**src/rtl/laser500_mmu.sv**
```systemverilog
// Laser 500 memory mapper: four 16K page registers, ROM/RAM/IO bank decode,
// memory-mapped keyboard and system latch, I/O-port page and video control.
// Ports:
//   clk, reset_n            clock, async active-low reset
//   cpu_addr/dout/strobes   Z80 bus (strobes active low)
//   kbd_cols, cas_in        keyboard columns (active low), cassette level
//   ram_dout                sdram read data
//   ram_addr/din/we/oe      sdram request (combinational from the bus)
//   cpu_din                 registered read data to the CPU
//   kbd_rows                keyboard row select (active low)
//   io_latch, vpage         system latch and video page select

module laser500_mmu (
  input  logic        clk,
  input  logic        reset_n,
  input  logic [15:0] cpu_addr,
  input  logic [7:0]  cpu_dout,
  input  logic        cpu_mreq_n,
  input  logic        cpu_iorq_n,
  input  logic        cpu_rd_n,
  input  logic        cpu_wr_n,
  input  logic        cpu_m1_n,
  input  logic [7:0]  kbd_cols,
  input  logic        cas_in,
  input  logic [7:0]  ram_dout,
  output logic [24:0] ram_addr,
  output logic [7:0]  ram_din,
  output logic        ram_we,
  output logic        ram_oe,
  output logic [7:0]  cpu_din,
  output logic [7:0]  kbd_rows,
  output logic [7:0]  io_latch,
  output logic        vpage
);

  logic [3:0] pr [4];
  logic [3:0] bank;
  logic [7:0] port;
  logic       is_io;
  logic       is_ram;
  logic       kbd_hit;
  logic       mem_rd;
  logic       mem_wr;
  logic       io_rd;
  logic       io_wr;
  logic       int_ack;
  logic       rd_act;
  logic       wr_act;
  logic       wr_q;
  logic       armed;
  logic       wr_fire;
  logic       port_pr;
  logic       port_vp;
  logic [7:0] rd_data;
  logic       unused_ok;

  assign unused_ok = kbd_cols[7];

  assign bank   = pr[cpu_addr[15:14]];
  assign port   = cpu_addr[7:0];
  assign is_io  = bank == 4'd2;
  assign is_ram = bank >= 4'd3;
  // keyboard window is offset 0x2800-0x2FFF of the I/O bank
  assign kbd_hit = is_io && (cpu_addr[13:11] == 3'b101);

  // mreq and iorq together is illegal, so each decode requires the other high
  assign mem_rd  = !cpu_mreq_n && cpu_iorq_n && !cpu_rd_n;
  assign mem_wr  = !cpu_mreq_n && cpu_iorq_n && !cpu_wr_n;
  assign io_rd   = !cpu_iorq_n && cpu_mreq_n && cpu_m1_n && !cpu_rd_n;
  assign io_wr   = !cpu_iorq_n && cpu_mreq_n && cpu_m1_n && !cpu_wr_n;
  assign int_ack = !cpu_iorq_n && cpu_mreq_n && !cpu_m1_n;
  assign rd_act  = mem_rd || io_rd || int_ack;

  assign port_pr = port[7:2] == 6'b010000;
  assign port_vp = port == 8'h44;

  assign ram_addr = {7'b0, bank, cpu_addr[13:0]};
  assign ram_din  = cpu_dout;
  assign ram_oe   = reset_n && mem_rd && !is_io;
  assign ram_we   = reset_n && mem_wr && is_ram;
  assign kbd_rows = (reset_n && mem_rd && kbd_hit) ? port : 8'hFF;

  // armed stays low after reset until the write strobe has been seen
  // inactive, so a strobe held across reset release is not a new edge
  assign wr_act  = mem_wr || io_wr;
  assign wr_fire = wr_act && !wr_q && armed;

  always_comb begin
    rd_data = 8'hFF;
    unique case (1'b1)
      mem_rd: begin
        if (!is_io)
          rd_data = ram_dout;
        else if (kbd_hit)
          rd_data = {cas_in, kbd_cols[6:0]};
      end
      io_rd: begin
        if (port_pr)
          rd_data = {4'h0, pr[port[1:0]]};
        else if (port_vp)
          rd_data = {7'h0, vpage};
      end
      default: ;
    endcase
  end

  always_ff @(posedge clk or negedge reset_n) begin
    if (!reset_n) begin
      pr[0]    <= 4'd0;
      pr[1]    <= 4'd1;
      pr[2]    <= 4'd2;
      pr[3]    <= 4'd3;
      io_latch <= 8'h00;
      vpage    <= 1'b0;
      cpu_din  <= 8'hFF;
      wr_q     <= 1'b0;
      armed    <= 1'b0;
    end else begin
      wr_q <= wr_act;
      if (!wr_act)
        armed <= 1'b1;
      if (wr_fire) begin
        if (mem_wr && is_io)
          io_latch <= cpu_dout;
        if (io_wr) begin
          unique case (1'b1)
            port_pr: pr[port[1:0]] <= cpu_dout[3:0];
            port_vp: vpage <= cpu_dout[0];
            default: ;
          endcase
        end
      end
      if (rd_act)
        cpu_din <= rd_data;
    end
  end

endmodule

```
**config.mk**
```make
export PLATFORM = sky130hd
export DESIGN_NAME = laser500_mmu
export DESIGN_NICKNAME = d
export VERILOG_FILES = /design/src/rtl/laser500_mmu.sv
export SDC_FILE = /design/constraint.sdc
export NUM_CORES = 1
export LEC_CHECK = 0
export CAP_MARGIN = 20
export CORE_MARGIN = 3
export CORE_UTILIZATION = 25
export DETAILED_ROUTE_END_ITERATION = 10
export DONT_BUFFER_PORTS = 1
export GPL_TIMING_DRIVEN = 0
export SLEW_MARGIN = 20
export SYNTH_ARGS = -nofsm -noshare
export SYNTH_HDL_FRONTEND = slang
export SYNTH_SLANG_ARGS = --single-unit
```
**constraint.sdc**
```tcl
create_clock -name clk -period 2.8 [get_ports clk]
set_clock_uncertainty 0.2 [all_clocks]
set_input_delay 0.42 -clock clk [delete_from_list [all_inputs] [get_ports clk]]
set_output_delay 0.42 -clock clk [all_outputs]
set_load 0.01 [all_outputs]
```
==> results of run 1 <==
==> Yosys cell counts (2+ instances only) <==
cell,number
a21o_1,2
a21oi_1,3
a221oi_1,7
a311oi_1,3
a31oi_1,4
and3_1,2
and3b_1,2
buf_4,31
clkbuf_1,5
dfrtp_1,23
dfstp_2,12
mux2_1,8
mux2_2,17
mux2i_1,10
mux4_2,4
nand2_1,9
nand2b_1,11
nand3_1,3
nand3b_1,2
nor2_1,18
nor3b_1,2
o21ai_0,9
==> worst paths after layout <==
kind	startpoint	slack (ns)	cells after the start	to
max	pr[3]	0.002	5	kbd_rows[1]
min	cpu_dout[2]	0.06	1	io_latch[2]
max reg2reg	pr[3]	0.17	7	io_latch[3]
min reg2reg	armed	0.29	1	armed
max in group asynchronous	reset_n	1.74	2	pr[0]
min in group asynchronous	reset_n	0.40	2	pr[9]
==> routing by layer <==
layer / vias up / global-route usage, % / share of wire [%]
li1: 721 / - / -
met1: 754 / 13.3 / 39
met2: 95 / 20.5 / 48
met3: 12 / 4.53 / 11
met4: 0 / 3.36 / 1.7
met5: - / 0 / 0
==> layout make-up <==
class	count	area [um^2]
clock buffers	6	82.6
clock inverters	2	35.0
fillers	863	5800
inverters	1	3.75
well taps	105	131
flip-flops and latches	35	891
repair buffers	6	62.6
multi-input cells	133	1040
plain buffers	36	255
==> critical path: stages, from the launching register on <==
cell and delay [ns]:
dfrtp_1 0.39, mux4_2 0.57, nor4b_4 0.37, buf_6 0.14, and4_4 0.27, nand2b_1 0.15
==> state kept, by name, summed over array words and instances, names as in the netlist <==
name	count
armed	1
pr	16
wr_q	1
cpu_din	8
io_latch	8
vpage	1
==> stage by stage <==
step / setup slack (ns) / TNS [ns] / hold WS (ns)
2_1_floorplan: 0.288 / 0 / -0.0756
3_3_place_gp: -0.0356 / -0.130 / -0.0732
3_5_place_dp: -0.0459 / -0.181 / -0.0737
4_1_cts: -0.0194 / -0.0247 / 0.0485
5_1_grt: -0.108 / -0.666 / 0.0385
6_report: 0.00169 / 0 / 0.0576
==> cells by family after synthesis <==
family / Yosys count
simple gates: 56
flops: 35
other cells: 1
compound gates: 31
buf+inv: 37
mux: 39
==> report_power, final <==
| group | leakage (uW) | internal (uW) | switching (uW) |
|---|---|---|---|
| registers | 0.000441 | 539 | 24.0 |
| logic | 0.000621 | 64.9 | 70.2 |
| clock network | 0.0000612 | 288 | 192 |
==> what timing repair did <==
item                       4_1_cts  5_1_grt
setup buffers                    2        1
hold endpoints to repair        36        0
setup endpoints to repair        8        8
gates cloned                     0        0
resized for setup                3        0
hold buffers                     3        0
pin swaps                        2        0
==> flow_metrics.env, run 1 <==
export IMPL_cts_buffers=5
export IMPL_die_x_um=98.9
export IMPL_synth_top_area_share_pct=26.7
export IMPL_status="finished clean"
export IMPL_synthAdderAreaFrac_pct=0
export IMPL_start_util_pct=26.0
export IMPL_coreArea_um2=8300
export IMPL_drtAntennaViolNets=0
export IMPL_finalSetupViolations=0
export IMPL_instances_no_fill=324
export IMPL_clkSinkCount=35
export IMPL_synth_largest_area_cell="dfrtp_1"
export IMPL_slew_violations=0
export IMPL_path_clk_slew_ns=0.07
export IMPL_synth_top_family_by_area="multiplexers"
export IMPL_crit_required_ns=2.18
export IMPL_gr_usage_all_layers_pct=11.8
export IMPL_syn_inst=199
export IMPL_h_tree_depth=2
export IMPL_peakVddDrop_uv=193
export IMPL_drv_cap=0
export IMPL_synth_area_top_cells="dfrtp_1, dfstp_2, buf_4"
export IMPL_crit_arrival_ns=2.18
export IMPL_cts_buffer_depth=2
export IMPL_io_pins=108
export IMPL_synth_edf_count=0
export IMPL_grt_ovfl_total=0
export IMPL_layout_common_cells="buf_4, dfrtp_1, nor2_1"
export IMPL_synth_xor_area_share_pct=0
export IMPL_start_kind="flop"
export IMPL_antenna_cells=0
export IMPL_grt_pass1_wl_mm=8.78
export IMPL_syn_area_um2=2160
export IMPL_yosys_cell_types_count=34
export IMPL_synth_warnings=0
export IMPL_final_common_cell="buf_4"
export IMPL_drive_gt1_share_pct=36.1
export IMPL_rows=33
export IMPL_clkLatencyLatePin_ns=0.30
export IMPL_muxShareOfSynthArea_pct=21.8
export IMPL_first_pass_iters=6
export IMPL_synthArstFlopShare_pct=100
export IMPL_rsz0062_at_grt="true"
export IMPL_crit_type="reg2out"
export IMPL_period_share_pct=99.9
export IMPL_final_hold_violation_count=0
export IMPL_crit_fanout=8
export IMPL_design_area_um2=2500
export IMPL_p_leak_uw=0.00112
export IMPL_antenna_found_initial=0
export IMPL_syn2layout_area_growth_pct=15.8
export IMPL_synth_ff_type="dfrtp_1"
export IMPL_crit_path_end_kind="output pin"
export IMPL_drcViolationCount=0
export IMPL_vias_per_cell=4.88
export IMPL_synth_seq_cells=35
export IMPL_synth_seq_area_share_pct=41.3
export IMPL_die_h_um=98.9
export IMPL_worst_slew_margin_rel_pct=46.1
export IMPL_hpwl_mm=4.45
export IMPL_fmax_mhz=357
export IMPL_synth_simple_area_share_pct=14.8
export IMPL_port_buffers=0
export IMPL_drt_initial_drc_count=34
export IMPL_synth_compound_area_share_pct=10.1
export IMPL_grt_start_max_net_pins=36
export IMPL_power_density_nw_per_um2=471
export IMPL_worst_pin_slew_ns=0.797
export IMPL_dpl_cell_count=310
export IMPL_placed_cell_area_um2=2310
export IMPL_avgSynthCellArea_um2=10.9
export IMPL_wl_per_cell_um=18.2
export IMPL_cts_tree="yes"
export IMPL_die_area_um2=9790
export IMPL_drt_total_wl_mm=5.90
export IMPL_grt_pass1_vias=1606
export IMPL_total_power_uw=1180
export IMPL_gp_congestion=0.761
export IMPL_num_vias=1582
export IMPL_cts_root_buffer="clkbuf_8"
export IMPL_hp_class="in2reg"
export IMPL_min_period_ns=2.80
export IMPL_finish_net_count=266
export IMPL_final_util_pct=30.1
(Power assumes the default switching activity.)
==> run 2: changes to the inputs <==
- SLEW_MARGIN: 20 -> 5
==> results of run 2 <==
Same layout as run 1: the final DEF is identical, and so are final timing and power.
==> run 3: changes to the inputs <==
- MAX_ROUTING_LAYER: unset -> met4
==> run 3 against run 2 <==
Via count shrank 1.0%. Final cell count is the same. Utilization is the same. Maximum frequency is essentially flat. Critical path depth is the same. Clock power is essentially flat. Register-to-register slack is essentially flat. First-iteration DRC count is the same. Combinational power is essentially flat. Setup slack is essentially flat. Power is essentially flat. Global-route usage grew 0.39 points. Largest cell class unchanged.
==> flow_metrics.env, run 3 (synthesis results as in run 1) <==
export IMPL_status="finished clean"
export IMPL_met2_usage_pct=20.5
export IMPL_path_depth=5
export IMPL_hp_class="in2reg"
export IMPL_slew_violations=0
export IMPL_global_route_usage_met3_pct=4.25
export IMPL_cts_root_buffer="clkbuf_8"
export IMPL_clkSinkCount=35
export IMPL_crit_fanout=8
export IMPL_switching_share_pct=24.3
export IMPL_crit_required_ns=2.18
export IMPL_intPower_uw=892
export IMPL_cp_top_family="simple AND/OR/NAND/NOR gates"
export IMPL_path_cells="mux4_2, nor4b_4, buf_6, and4_4, nand2b_1"
export IMPL_drt_initial_drc_count=34
export IMPL_path_clk_slew_ns=0.07
export IMPL_drive_gt1_share_pct=36.1
export IMPL_crit_buf_inv=1
export IMPL_worst_slack_ns=0.00173
export IMPL_largest_reg_flops=16
export IMPL_reg2reg_from="pr[3]"
export IMPL_fmax_mhz=357
export IMPL_rsz0062_at_grt="true"
export IMPL_port_buffers=0
export IMPL_peakVddDrop_uv=195
export IMPL_grt_pass1_vias=1603
export IMPL_crit_path_end_kind="output pin"
export IMPL_period_share_pct=99.9
export IMPL_die_h_um=98.9
export IMPL_cts_buffers=5
export IMPL_antenna_cells=0
export IMPL_first_pass_iters=4
export IMPL_finalSetupViolations=0
export IMPL_min_period_ns=2.80
export IMPL_gp_congestion=0.771
export IMPL_vias_per_cell=4.83
export IMPL_final_hold_violation_count=0
export IMPL_crit_arrival_ns=2.18
export IMPL_cts_buffer_depth=2
export IMPL_setup_tns_ns=0
export IMPL_antenna_found_initial=0
export IMPL_critPathMaxStageDelay_ns=0.57
export IMPL_power_density_nw_per_um2=471
export IMPL_start_util_pct=26.0
export IMPL_slowest_stage="mux4_2"
export IMPL_drv_cap=0
export IMPL_layout_common_cells="buf_4, dfrtp_1, nor2_1"
export IMPL_p_sw_uw=287
export IMPL_start_kind="flop"
export IMPL_timing_hold_ws_ns=0.0569
export IMPL_placed_cell_area_um2=2310
export IMPL_dp_slack_ns=-0.0459
export IMPL_coreArea_um2=8300
export IMPL_final_common_cell="buf_4"
export IMPL_num_vias=1566
export IMPL_clock_power_share_pct=40.8
export IMPL_startpoint="pr[3]"
export IMPL_h_tree_depth=2
export IMPL_finish_net_count=266
export IMPL_worst_slew_margin_rel_pct=44.9
export IMPL_design_area_um2=2500
export IMPL_ff2ff_setup_slack_ns=0.16
export IMPL_dpl_cell_count=310
export IMPL_die_area_um2=9790
export IMPL_r2r_end="io_latch[3]"
export IMPL_top_regs="pr (16), cpu_din (8), io_latch (8)"
export IMPL_worstSetupEndpoint="kbd_rows[1]"
export IMPL_worst_pin_slew_ns=0.815
export IMPL_largest_register="pr"
export IMPL_instances_no_fill=324
export IMPL_syn2layout_area_growth_pct=15.8
export IMPL_cts_tree="yes"
export IMPL_hpwl_mm=4.45
export IMPL_gr_max_usage_layer="met2"
export IMPL_io_pins=108
export IMPL_grt_ovfl_total=0
export IMPL_p_leak_uw=0.00112
export IMPL_gr_usage_all_layers_pct=12.2
export IMPL_drtAntennaViolNets=0
export IMPL_wl_per_cell_um=18.2
export IMPL_clkLatencyLatePin_ns=0.29
export IMPL_drcViolationCount=0
export IMPL_grt_start_max_net_pins=36
export IMPL_grt_use_met1_pct=13.7
export IMPL_p_comb_share_pct=11.4
export IMPL_die_x_um=98.9
export IMPL_rows=33
export IMPL_seqPwrFrac_pct=47.7
export IMPL_crit_type="reg2out"
export IMPL_drt_total_wl_mm=5.88
export IMPL_r2r_cells=7
export IMPL_grt_pass1_wl_mm=8.82
## run 3: metal layers
metal / routed length (um) / vias to the layer above
li1: - / 723
met3: 606 / 9
met1: 2310 / 741
met2: 2900 / 93
met5: 0 / -
met4: 68 / 0
## run 3: how the worst min path moves through the flow
stage	cells past startpoint	endpoint	from
after floorplan	0	armed	reset_n
after global routing	1	io_latch[2]	cpu_dout[2]
after detailed placement	0	pr[13]	reset_n
after global placement	0	armed	reset_n
after CTS	1	io_latch[5]	cpu_dout[5]
final	1	io_latch[2]	cpu_dout[2]
## run 3: power groups by stage
| stage | clock (uW) | sequential [uW] | combinational [uW] |
|---|---|---|---|
| floorplan | 0 | 565 | 104 |
| global placement | 0 | 571 | 117 |
| detailed placement | 0 | 572 | 119 |
| CTS | 496 | 563 | 137 |
| global route | 516 | 565 | 149 |
| finish | 481 | 563 | 135 |
## run 3: what timing repair did
item,4_1_cts,5_1_grt
setup endpoints to repair,8,8
hold endpoints to repair,36,0
resized for setup,3,0
hold buffers,3,0
gates cloned,0,0
pin swaps,2,0
setup buffers,2,1
## run 3: metrics by stage
stage	utilization (%)	power, uW
after floorplan	-	669
after global placement	27.9	688
after detailed placement	27.9	692
after CTS	30.0	1200
after global routing	30.1	1230
final	30.1	1180
## run 3: layout make-up
class,instances,area (um^2)
Fill cell,863,5800
Multi-Input combinational cell,133,1040
Sequential cell,35,891
Buffer,36,255
Tap cell,105,131
Clock buffer,6,82.6
Timing Repair Buffer,6,62.6
Clock inverter,2,35.0
Inverter,1,3.75
